File: config.mk
export PLATFORM = sky130hd
export DESIGN_NAME = hazard_stall_ctrl_flat
export DESIGN_NICKNAME = d
export VERILOG_FILES = /design/src/rtl/hazard_pkg.sv /design/src/rtl/hazard_stall_ctrl_if.sv /design/src/rtl/hazard_stall_ctrl_stall_timer.sv /design/src/rtl/hazard_stall_ctrl.sv /design/src/flat_wrapper.sv
export SDC_FILE = /design/constraint.sdc
export NUM_CORES = 1
export LEC_CHECK = 0
export BUFFER_PORTS_ARGS = -buffer_cell sky130_fd_sc_hd__buf_2
export CORE_MARGIN = 2
export CORE_UTILIZATION = 41
export DETAILED_ROUTE_END_ITERATION = 7
export PLACE_DENSITY = 0.86
export SYNTH_ARGS = -nofsm -noshare
export SYNTH_HDL_FRONTEND = slang
export SYNTH_SLANG_ARGS = --single-unit
File: constraint.sdc
create_clock -name clk -period 1.6 [get_ports clk]
set_input_delay 0.08 -clock clk [delete_from_list [all_inputs] [get_ports clk]]
set_output_delay 0.08 -clock clk [all_outputs]
set_load 0.01 [all_outputs]
File: src/rtl/hazard_pkg.sv
// Shared types for the hazard stall/flush sequencer.
// Exports the FSM state enum, the hazard cause enum and the idle output values.
package hazard_pkg;

    typedef enum logic {
        RUN   = 1'b0,
        STALL = 1'b1
    } state_e;

    typedef enum logic [1:0] {
        NONE     = 2'd0,
        LOAD_USE = 2'd1,
        BR_ALU   = 2'd2,
        BR_LOAD  = 2'd3
    } cause_e;

    localparam logic IDLE_PC_WRITE    = 1'b1;
    localparam logic IDLE_IFID_WRITE  = 1'b1;
    localparam logic IDLE_IFID_FLUSH  = 1'b0;
    localparam logic IDLE_IDEX_BUBBLE = 1'b0;

endpackage

File: src/rtl/hazard_stall_ctrl_if.sv
// Bundle between the ID stage and the hazard sequencer.
// master: pipeline drives ID/EX info and reads controls; slave: sequencer.
interface hazard_stall_ctrl_if #(
    parameter int RA_W = 5
);
    logic            stall_en;
    logic [RA_W-1:0] id_rs;
    logic [RA_W-1:0] id_rt;
    logic            id_use_rs;
    logic            id_use_rt;
    logic            id_branch;
    logic            id_br_taken;
    logic [RA_W-1:0] ex_rd;
    logic            ex_regwrite;
    logic            ex_memread;
    logic            ext_flush;
    logic            pc_write;
    logic            ifid_write;
    logic            ifid_flush;
    logic            idex_bubble;
    logic            stall_busy;
    logic [1:0]      stall_cause;

    modport master (
        output stall_en, id_rs, id_rt, id_use_rs, id_use_rt,
        output id_branch, id_br_taken, ex_rd, ex_regwrite,
        output ex_memread, ext_flush,
        input  pc_write, ifid_write, ifid_flush, idex_bubble,
        input  stall_busy, stall_cause
    );

    modport slave (
        input  stall_en, id_rs, id_rt, id_use_rs, id_use_rt,
        input  id_branch, id_br_taken, ex_rd, ex_regwrite,
        input  ex_memread, ext_flush,
        output pc_write, ifid_write, ifid_flush, idex_bubble,
        output stall_busy, stall_cause
    );

endinterface

File: src/rtl/hazard_stall_ctrl_stall_timer.sv
// Loadable down-counter holding the remaining STALL cycles.
// Ports: load/value preset, clr to zero, dec steps down, zero flags empty.
module stall_timer #(
    parameter int CNT_W = 4
) (
    input  logic             clk,
    input  logic             rst_n,
    input  logic             load,
    input  logic [CNT_W-1:0] value,
    input  logic             clr,
    input  logic             dec,
    output logic             zero
);

    logic [CNT_W-1:0] cnt_q;
    logic [CNT_W-1:0] cnt_d;

    always_comb begin
        cnt_d = cnt_q;
        if (clr)
            cnt_d = '0;
        else if (load)
            cnt_d = value;
        else if (dec && cnt_q != '0)
            cnt_d = cnt_q - 1'b1;
    end

    always_ff @(posedge clk or negedge rst_n) begin
        if (!rst_n)
            cnt_q <= '0;
        else
            cnt_q <= cnt_d;
    end

    assign zero = (cnt_q == '0);

endmodule

File: src/rtl/hazard_stall_ctrl.sv
// Hazard detection and stall/flush sequencer beside the ID stage.
// Ports: clk, rst_n, hz (slave bundle); perf_* when HAZARD_PERF_CNT_EN.
module hazard_stall_ctrl
    import hazard_pkg::*;
#(
    parameter int RA_W         = 5,
    parameter int LOAD_USE_CYC = 1,
    parameter int BR_ALU_CYC   = 1,
    parameter int BR_LOAD_CYC  = 2,
    parameter int CNT_W        = 4
) (
    input  logic                clk,
    input  logic                rst_n,
    hazard_stall_ctrl_if.slave  hz
`ifdef HAZARD_PERF_CNT_EN
    ,
    output logic [31:0]         perf_stall_cyc,
    output logic [31:0]         perf_flush_cnt
`endif
);

    // Counter preset is CYC-2: cycle 1 is the RUN cycle itself.
    localparam logic [CNT_W-1:0] LU_V =
        CNT_W'(LOAD_USE_CYC > 1 ? LOAD_USE_CYC - 2 : 0);
    localparam logic [CNT_W-1:0] BA_V =
        CNT_W'(BR_ALU_CYC > 1 ? BR_ALU_CYC - 2 : 0);
    localparam logic [CNT_W-1:0] BL_V =
        CNT_W'(BR_LOAD_CYC > 1 ? BR_LOAD_CYC - 2 : 0);

    state_e state_q, state_d;
    cause_e cause_q, cause_d;
    cause_e det;

    logic             mt_rs, mt_rt, m;
    logic             multi;
    logic [CNT_W-1:0] pre_v;
    logic             t_load, t_clr, t_dec, t_zero;

    logic       pc_write, ifid_write, ifid_flush;
    logic       idex_bubble, stall_busy;
    logic [1:0] stall_cause;

    always_comb begin
        mt_rs = hz.id_use_rs && (hz.id_rs == hz.ex_rd)
              && (hz.ex_rd != RA_W'(0));
        mt_rt = hz.id_use_rt && (hz.id_rt == hz.ex_rd)
              && (hz.ex_rd != RA_W'(0));
        m = mt_rs | mt_rt;

        det = NONE;
        if (hz.id_branch && hz.ex_memread && m)
            det = BR_LOAD;
        else if (hz.id_branch && hz.ex_regwrite && m)
            det = BR_ALU;
        else if (!hz.id_branch && hz.ex_memread && m)
            det = LOAD_USE;

        multi = 1'b0;
        pre_v = '0;
        unique case (det)
            LOAD_USE: begin
                multi = (LOAD_USE_CYC > 1);
                pre_v = LU_V;
            end
            BR_ALU: begin
                multi = (BR_ALU_CYC > 1);
                pre_v = BA_V;
            end
            BR_LOAD: begin
                multi = (BR_LOAD_CYC > 1);
                pre_v = BL_V;
            end
            default: ;
        endcase
    end

    always_comb begin
        pc_write    = IDLE_PC_WRITE;
        ifid_write  = IDLE_IFID_WRITE;
        ifid_flush  = IDLE_IFID_FLUSH;
        idex_bubble = IDLE_IDEX_BUBBLE;
        stall_busy  = 1'b0;
        stall_cause = NONE;
        state_d     = state_q;
        cause_d     = cause_q;
        t_load      = 1'b0;
        t_clr       = 1'b0;
        t_dec       = 1'b0;

        if (!rst_n) begin
            // Outputs held idle while reset is asserted.
        end else if (hz.ext_flush) begin
            pc_write    = 1'b1;
            ifid_write  = 1'b0;
            ifid_flush  = 1'b1;
            idex_bubble = 1'b1;
            state_d     = RUN;
            cause_d     = NONE;
            t_clr       = 1'b1;
        end else if (!hz.stall_en) begin
            state_d = RUN;
            cause_d = NONE;
            t_clr   = 1'b1;
        end else if (state_q == STALL) begin
            pc_write    = 1'b0;
            ifid_write  = 1'b0;
            idex_bubble = 1'b1;
            stall_busy  = 1'b1;
            stall_cause = cause_q;
            if (t_zero) begin
                state_d = RUN;
                cause_d = NONE;
            end else begin
                t_dec = 1'b1;
            end
        end else if (det != NONE) begin
            pc_write    = 1'b0;
            ifid_write  = 1'b0;
            idex_bubble = 1'b1;
            stall_cause = det;
            if (multi) begin
                state_d = STALL;
                cause_d = det;
                t_load  = 1'b1;
            end
        end else if (hz.id_branch && hz.id_br_taken) begin
            ifid_flush = 1'b1;
            ifid_write = 1'b0;
        end
    end

    always_ff @(posedge clk or negedge rst_n) begin
        if (!rst_n) begin
            state_q <= RUN;
            cause_q <= NONE;
        end else begin
            state_q <= state_d;
            cause_q <= cause_d;
        end
    end

    stall_timer #(
        .CNT_W (CNT_W)
    ) u_timer (
        .clk   (clk),
        .rst_n (rst_n),
        .load  (t_load),
        .value (pre_v),
        .clr   (t_clr),
        .dec   (t_dec),
        .zero  (t_zero)
    );

    assign hz.pc_write    = pc_write;
    assign hz.ifid_write  = ifid_write;
    assign hz.ifid_flush  = ifid_flush;
    assign hz.idex_bubble = idex_bubble;
    assign hz.stall_busy  = stall_busy;
    assign hz.stall_cause = stall_cause;

`ifdef HAZARD_PERF_CNT_EN
    logic [31:0] perf_stall_q, perf_stall_d;
    logic [31:0] perf_flush_q, perf_flush_d;

    // Both counters saturate instead of wrapping.
    always_comb begin
        perf_stall_d = perf_stall_q;
        perf_flush_d = perf_flush_q;
        if (!pc_write && perf_stall_q != '1)
            perf_stall_d = perf_stall_q + 32'd1;
        if (ifid_flush && perf_flush_q != '1)
            perf_flush_d = perf_flush_q + 32'd1;
    end

    always_ff @(posedge clk or negedge rst_n) begin
        if (!rst_n) begin
            perf_stall_q <= '0;
            perf_flush_q <= '0;
        end else begin
            perf_stall_q <= perf_stall_d;
            perf_flush_q <= perf_flush_d;
        end
    end

    assign perf_stall_cyc = perf_stall_q;
    assign perf_flush_cnt = perf_flush_q;
`endif

endmodule
File: src/flat_wrapper.sv
// flat-port wrapper written by rule: the top's interface ports become plain ports
module hazard_stall_ctrl_flat import hazard_pkg::*;
#(
    parameter int RA_W         = 5,
    parameter int LOAD_USE_CYC = 1,
    parameter int BR_ALU_CYC   = 1,
    parameter int BR_LOAD_CYC  = 2,
    parameter int CNT_W        = 4
)
  (clk, rst_n, hz_stall_en, hz_id_rs, hz_id_rt, hz_id_use_rs, hz_id_use_rt, hz_id_branch, hz_id_br_taken, hz_ex_rd, hz_ex_regwrite, hz_ex_memread, hz_ext_flush, hz_pc_write, hz_ifid_write, hz_ifid_flush, hz_idex_bubble, hz_stall_busy, hz_stall_cause);
  hazard_stall_ctrl_if #(.RA_W(RA_W)) hz_i ();
  input  logic clk;
  input  logic rst_n;
  input wire logic [$bits(hz_i.stall_en)-1:0] hz_stall_en;
  input wire logic [$bits(hz_i.id_rs)-1:0] hz_id_rs;
  input wire logic [$bits(hz_i.id_rt)-1:0] hz_id_rt;
  input wire logic [$bits(hz_i.id_use_rs)-1:0] hz_id_use_rs;
  input wire logic [$bits(hz_i.id_use_rt)-1:0] hz_id_use_rt;
  input wire logic [$bits(hz_i.id_branch)-1:0] hz_id_branch;
  input wire logic [$bits(hz_i.id_br_taken)-1:0] hz_id_br_taken;
  input wire logic [$bits(hz_i.ex_rd)-1:0] hz_ex_rd;
  input wire logic [$bits(hz_i.ex_regwrite)-1:0] hz_ex_regwrite;
  input wire logic [$bits(hz_i.ex_memread)-1:0] hz_ex_memread;
  input wire logic [$bits(hz_i.ext_flush)-1:0] hz_ext_flush;
  output wire logic [$bits(hz_i.pc_write)-1:0] hz_pc_write;
  output wire logic [$bits(hz_i.ifid_write)-1:0] hz_ifid_write;
  output wire logic [$bits(hz_i.ifid_flush)-1:0] hz_ifid_flush;
  output wire logic [$bits(hz_i.idex_bubble)-1:0] hz_idex_bubble;
  output wire logic [$bits(hz_i.stall_busy)-1:0] hz_stall_busy;
  output wire logic [$bits(hz_i.stall_cause)-1:0] hz_stall_cause;
  assign hz_i.stall_en = hz_stall_en;
  assign hz_i.id_rs = hz_id_rs;
  assign hz_i.id_rt = hz_id_rt;
  assign hz_i.id_use_rs = hz_id_use_rs;
  assign hz_i.id_use_rt = hz_id_use_rt;
  assign hz_i.id_branch = hz_id_branch;
  assign hz_i.id_br_taken = hz_id_br_taken;
  assign hz_i.ex_rd = hz_ex_rd;
  assign hz_i.ex_regwrite = hz_ex_regwrite;
  assign hz_i.ex_memread = hz_ex_memread;
  assign hz_i.ext_flush = hz_ext_flush;
  assign hz_pc_write = hz_i.pc_write;
  assign hz_ifid_write = hz_i.ifid_write;
  assign hz_ifid_flush = hz_i.ifid_flush;
  assign hz_idex_bubble = hz_i.idex_bubble;
  assign hz_stall_busy = hz_i.stall_busy;
  assign hz_stall_cause = hz_i.stall_cause;
  hazard_stall_ctrl #(.RA_W(RA_W), .LOAD_USE_CYC(LOAD_USE_CYC), .BR_ALU_CYC(BR_ALU_CYC), .BR_LOAD_CYC(BR_LOAD_CYC), .CNT_W(CNT_W)) u_core (.clk(clk), .rst_n(rst_n), .hz(hz_i));
endmodule
==> parameters.txt <==
Parameter                              Value

Setup path
  Setup crit start kind ... flop
  Cell family with the largest share of critical-path delay ... simple AND/OR/NAND/NOR gates
  Reg2Reg Setup Slack ... -0.002 ns
  Series of cell instances along the critical path ... inv_2 -> ha_4 -> or3b_4 -> nand4_4 -> o21ai_1 -> a21oi_1 -> a21bo_1
  Arrival @ worst endpoint ... 1.75 ns
  Sum of buffers and inverters on the critical path ... 1
  Type of the worst setup path ... flop to flop
  Max incr delay on CP ... 0.40 ns
  Worst setup EP type ... flop
  Maximum fanout along the worst path ... 4
  Data required, critical path ... 1.75 ns
  Slowest stage cell on the critical path ... sky130_fd_sc_hd__or3b_4

Logic synthesis
  Number of synthesis warnings ... 0
  Count of unique library cells instantiated by Yosys ... 32
  Post-synth top area share ... 0.255
  Async set-reset flop share out of synthesis ... 1.00
  Cell count after synthesis ... 83
  Combined area of all synthesized cells ... 687 um^2
  Cell with the most instances after synthesis ... sky130_fd_sc_hd__xnor2_1
  Number of flops mapped to enable cells by yosys ... 0
  Top post-synthesis cells by area ... sky130_fd_sc_hd__dfrtp_1 26%, sky130_fd_sc_hd__xnor2_1 13%, sky130_fd_sc_hd__nand2_1 4.9%
  FF+latch count, synth ... 7
  Most frequent cells after synthesis ... 10 x sky130_fd_sc_hd__xnor2_1, 9 x sky130_fd_sc_hd__nand2_1, 7 x sky130_fd_sc_hd__dfrtp_1
  Post-synthesis average cell area ... 8.28 um^2
  Post-synthesis sequential area ratio ... 0.255
  Net count after synthesis ... 109
  Library cell with the largest summed area after synthesis ... sky130_fd_sc_hd__dfrtp_1
  Prevailing post-synth register cell ... sky130_fd_sc_hd__dfrtp_1

Floorplanning
  Die Footprint ... 0.00202 mm^2
  Effective utilization at floorplan ... 0.446
  Cell Rows ... 14
  Ports ... 32
  Height of the chip ... approximately 45 um
  Placeable Area ... 0.00154 mm^2
  Floorplan die width ... about 45 um

Global routing
  Global-route wire length before repair ... between 3 and 4 mm
  Pin count of the biggest net entering global routing ... 15
  Leftover overflow at the end of global routing ... 0
  Vias in the first global route ... slightly below 800
  Number of antenna violations at the first check in global routing ... 0
  Gr usage total ... 0.206

Flow run
  MaxCap Viol Count ... 0

Run status
  Result of the run ... finished with violations
  Violated checks ... setup timing

Routing
  Ratio of routed vias to standard cells ... 5.44
  Total via count after detailed routing ... roughly 760
  Routed wire length ... 1.81 mm
  Number of antenna-violating nets in the routed design ... 0
  Mean routed wirelength per cell ... 12.9 um
  DRC marker count from the first detailed-route iteration ... 12
  Count of TritonRoute iterations in the first routing pass ... 4
  DRC ... 0

Placement
  Half-perimeter wire length after placement ... 1.43 mm
  Gpl congestion ... 0.729
  PortBufs ... 31
  Number of placed instances with taps included ... 134

STA
  Rel. slew slack ... 0.762
  Number of failing hold endpoints at the final stage ... 0
  Minimum period implied by the final worst setup slack ... 1.60 ns
  Max-slew violation count ... 0
  Number of endpoints failing setup at the final stage ... 1
  Highest clock rate ... 624 MHz
  Worst Skew ... 0.00675 ns
  Actual slew at the worst max-slew pin ... between 0.3 and 0.4 ns
  Min Hold Slack ... roughly 0.28 ns
  Final clock period utilization by the worst path ... 1.00
  Post-route setup slack ... -0.00171 ns
  Unrepaired setup endpoints after global routing ... yes

Layout
  Synthesis-to-finish area growth ... 40.8%
  Non-filler cells in the finished layout ... between 100 and 150
  Count of fill cells added during filler insertion ... around 130
  Fraction of final layout cells with drive strength greater than 1 ... 0.419
  Total inserted antenna cells ... 0
  Net count of the finished layout ... approximately 150

CTS
  Clk_lat worst skew ... 0.26 ns
  Clock buffer depth ... 2
  TritonCTS clock tree ... done
  Number of sinks on the clock net ... 7
  Root buf cell ... sky130_fd_sc_hd__clkbuf_4
  Clock transition at the registers of the reported paths ... approximately 0.060 ns
  Num CTS Buffers ... 3
  CTS H-tree lvls ... 1

Power and ir drop
  Maximum resistive drop on vdd ... 0.353 mV
  Leakage power ... 0.470 nW
  PD cells ... 485 mW/mm^2

Hold path
  Worst hold-check path type ... input port to flop
[what timing repair did]
action	in CTS	in global routing
endpoints found under the setup margin	3	5
hold endpoints to repair	7	0
hold buffers	1	0
gates resized for setup	1	0
pin swaps	3	0
setup buffers	1	0
[metal layers]
layer | global-route usage | part of all wire | up-vias | wire, um
met4 | 0.0765 | 0.016 | 0 | 29
li1 | - | - | 384 | -
met2 | 0.357 | 0.53 | 19 | 958
met5 | 0 | 0 | - | 0
met1 | 0.243 | 0.41 | 354 | 742
met3 | 0.0520 | 0.044 | 4 | 79
[worst paths after layout]
kind                                         startpoint                 endpoint  cells after the start
worst min-delay path                              rst_n        u_core.cause_q[0]                      3
max in group asynchronous                         rst_n  u_core.u_timer.cnt_q[3]                      2
worst max-delay path            u_core.u_timer.cnt_q[0]  u_core.u_timer.cnt_q[3]                      7
worst min register to register        u_core.cause_q[0]        u_core.cause_q[0]                      2
worst max register to register  u_core.u_timer.cnt_q[0]  u_core.u_timer.cnt_q[3]                      7
min in group asynchronous                         rst_n           u_core.state_q                      2
[metrics by stage]
step | area (um^2) | worst slack [ns] | setup TNS [ns] | total power [mW] | util
after floorplan | 708 | 0.00754 | 0 | 0.247 | -
after global placement | 922 | -0.00416 | -0.00416 | 0.299 | 0.598
after detailed placement | 922 | -0.0451 | -0.0756 | 0.304 | 0.598
after CTS | 967 | 0.0135 | 0 | 0.476 | 0.627
after global routing | 967 | -0.0811 | -0.201 | 0.495 | 0.627
final | 967 | -0.00171 | -0.00171 | 0.469 | 0.627
[worst register-to-register path: cells and delay by family, from the launching register on]
family	cells	cell delay, ns
flops	1	0.39
simple gates	2	0.49
buf+inv	1	0.08
fa+ha+maj	1	0.13
compound gates	3	0.39
[final cells by class]
class | instances | area (um^2) | share of cell area
Sequential cell | 7 | 175 | 0.181
Tap cell | 16 | 20.0 | 0.0207
Timing Repair Buffer | 40 | 225 | 0.233
Multi-Input combinational cell | 67 | 497 | 0.514
Clock buffer | 3 | 22.5 | 0.0233
Clock inverter | 1 | 5.00 | 0.00517
Inverter | 6 | 22.5 | 0.0233
[layout by cell type (no fill, tap or decap), types with 2 or more instances in the layout]
| master | n |
|---|---|
| sky130_fd_sc_hd__clkbuf_4 | 3 |
| sky130_fd_sc_hd__buf_4 | 8 |
| sky130_fd_sc_hd__buf_2 | 31 |
| sky130_fd_sc_hd__inv_2 | 2 |
| sky130_fd_sc_hd__xnor2_1 | 10 |
| sky130_fd_sc_hd__dfrtp_1 | 7 |
| sky130_fd_sc_hd__and3_1 | 2 |
| sky130_fd_sc_hd__o22ai_1 | 2 |
| sky130_fd_sc_hd__nor3_1 | 3 |
| sky130_fd_sc_hd__a21oi_1 | 5 |
| sky130_fd_sc_hd__nand4_1 | 2 |
| sky130_fd_sc_hd__a21o_1 | 2 |
| sky130_fd_sc_hd__o21ai_0 | 6 |
| sky130_fd_sc_hd__nand2_1 | 9 |
| sky130_fd_sc_hd__nor2_1 | 5 |
| sky130_fd_sc_hd__inv_1 | 4 |
| sky130_fd_sc_hd__a41o_1 | 3 |
[logic make-up (layout without fill, tap and decap cells)]
group / count (synthesis) / after routing / share of synthesized area
flops: 7 / 7 / 0.255
buf+inv: 9 / 50 / 0.0528
fa+ha+maj: 1 / 1 / 0.0182
simple gates: 29 / 29 / 0.255
compound gates: 26 / 26 / 0.277
mux: 1 / 1 / 0.0146
xor+xnor: 10 / 10 / 0.127
[registers in the layout (all words and copies together), names as in the netlist]
name / flops
u_core.state_q: 1
u_core.cause_q: 2
u_core.u_timer.cnt_q: 4
[power by group]
part / internal [mW] / switching, mW
Clock: 0.0918 / 0.0740
Combinational: 0.0602 / 0.0656
Sequential: 0.177 / 0.000261
Power figures use the tool's default switching activity.
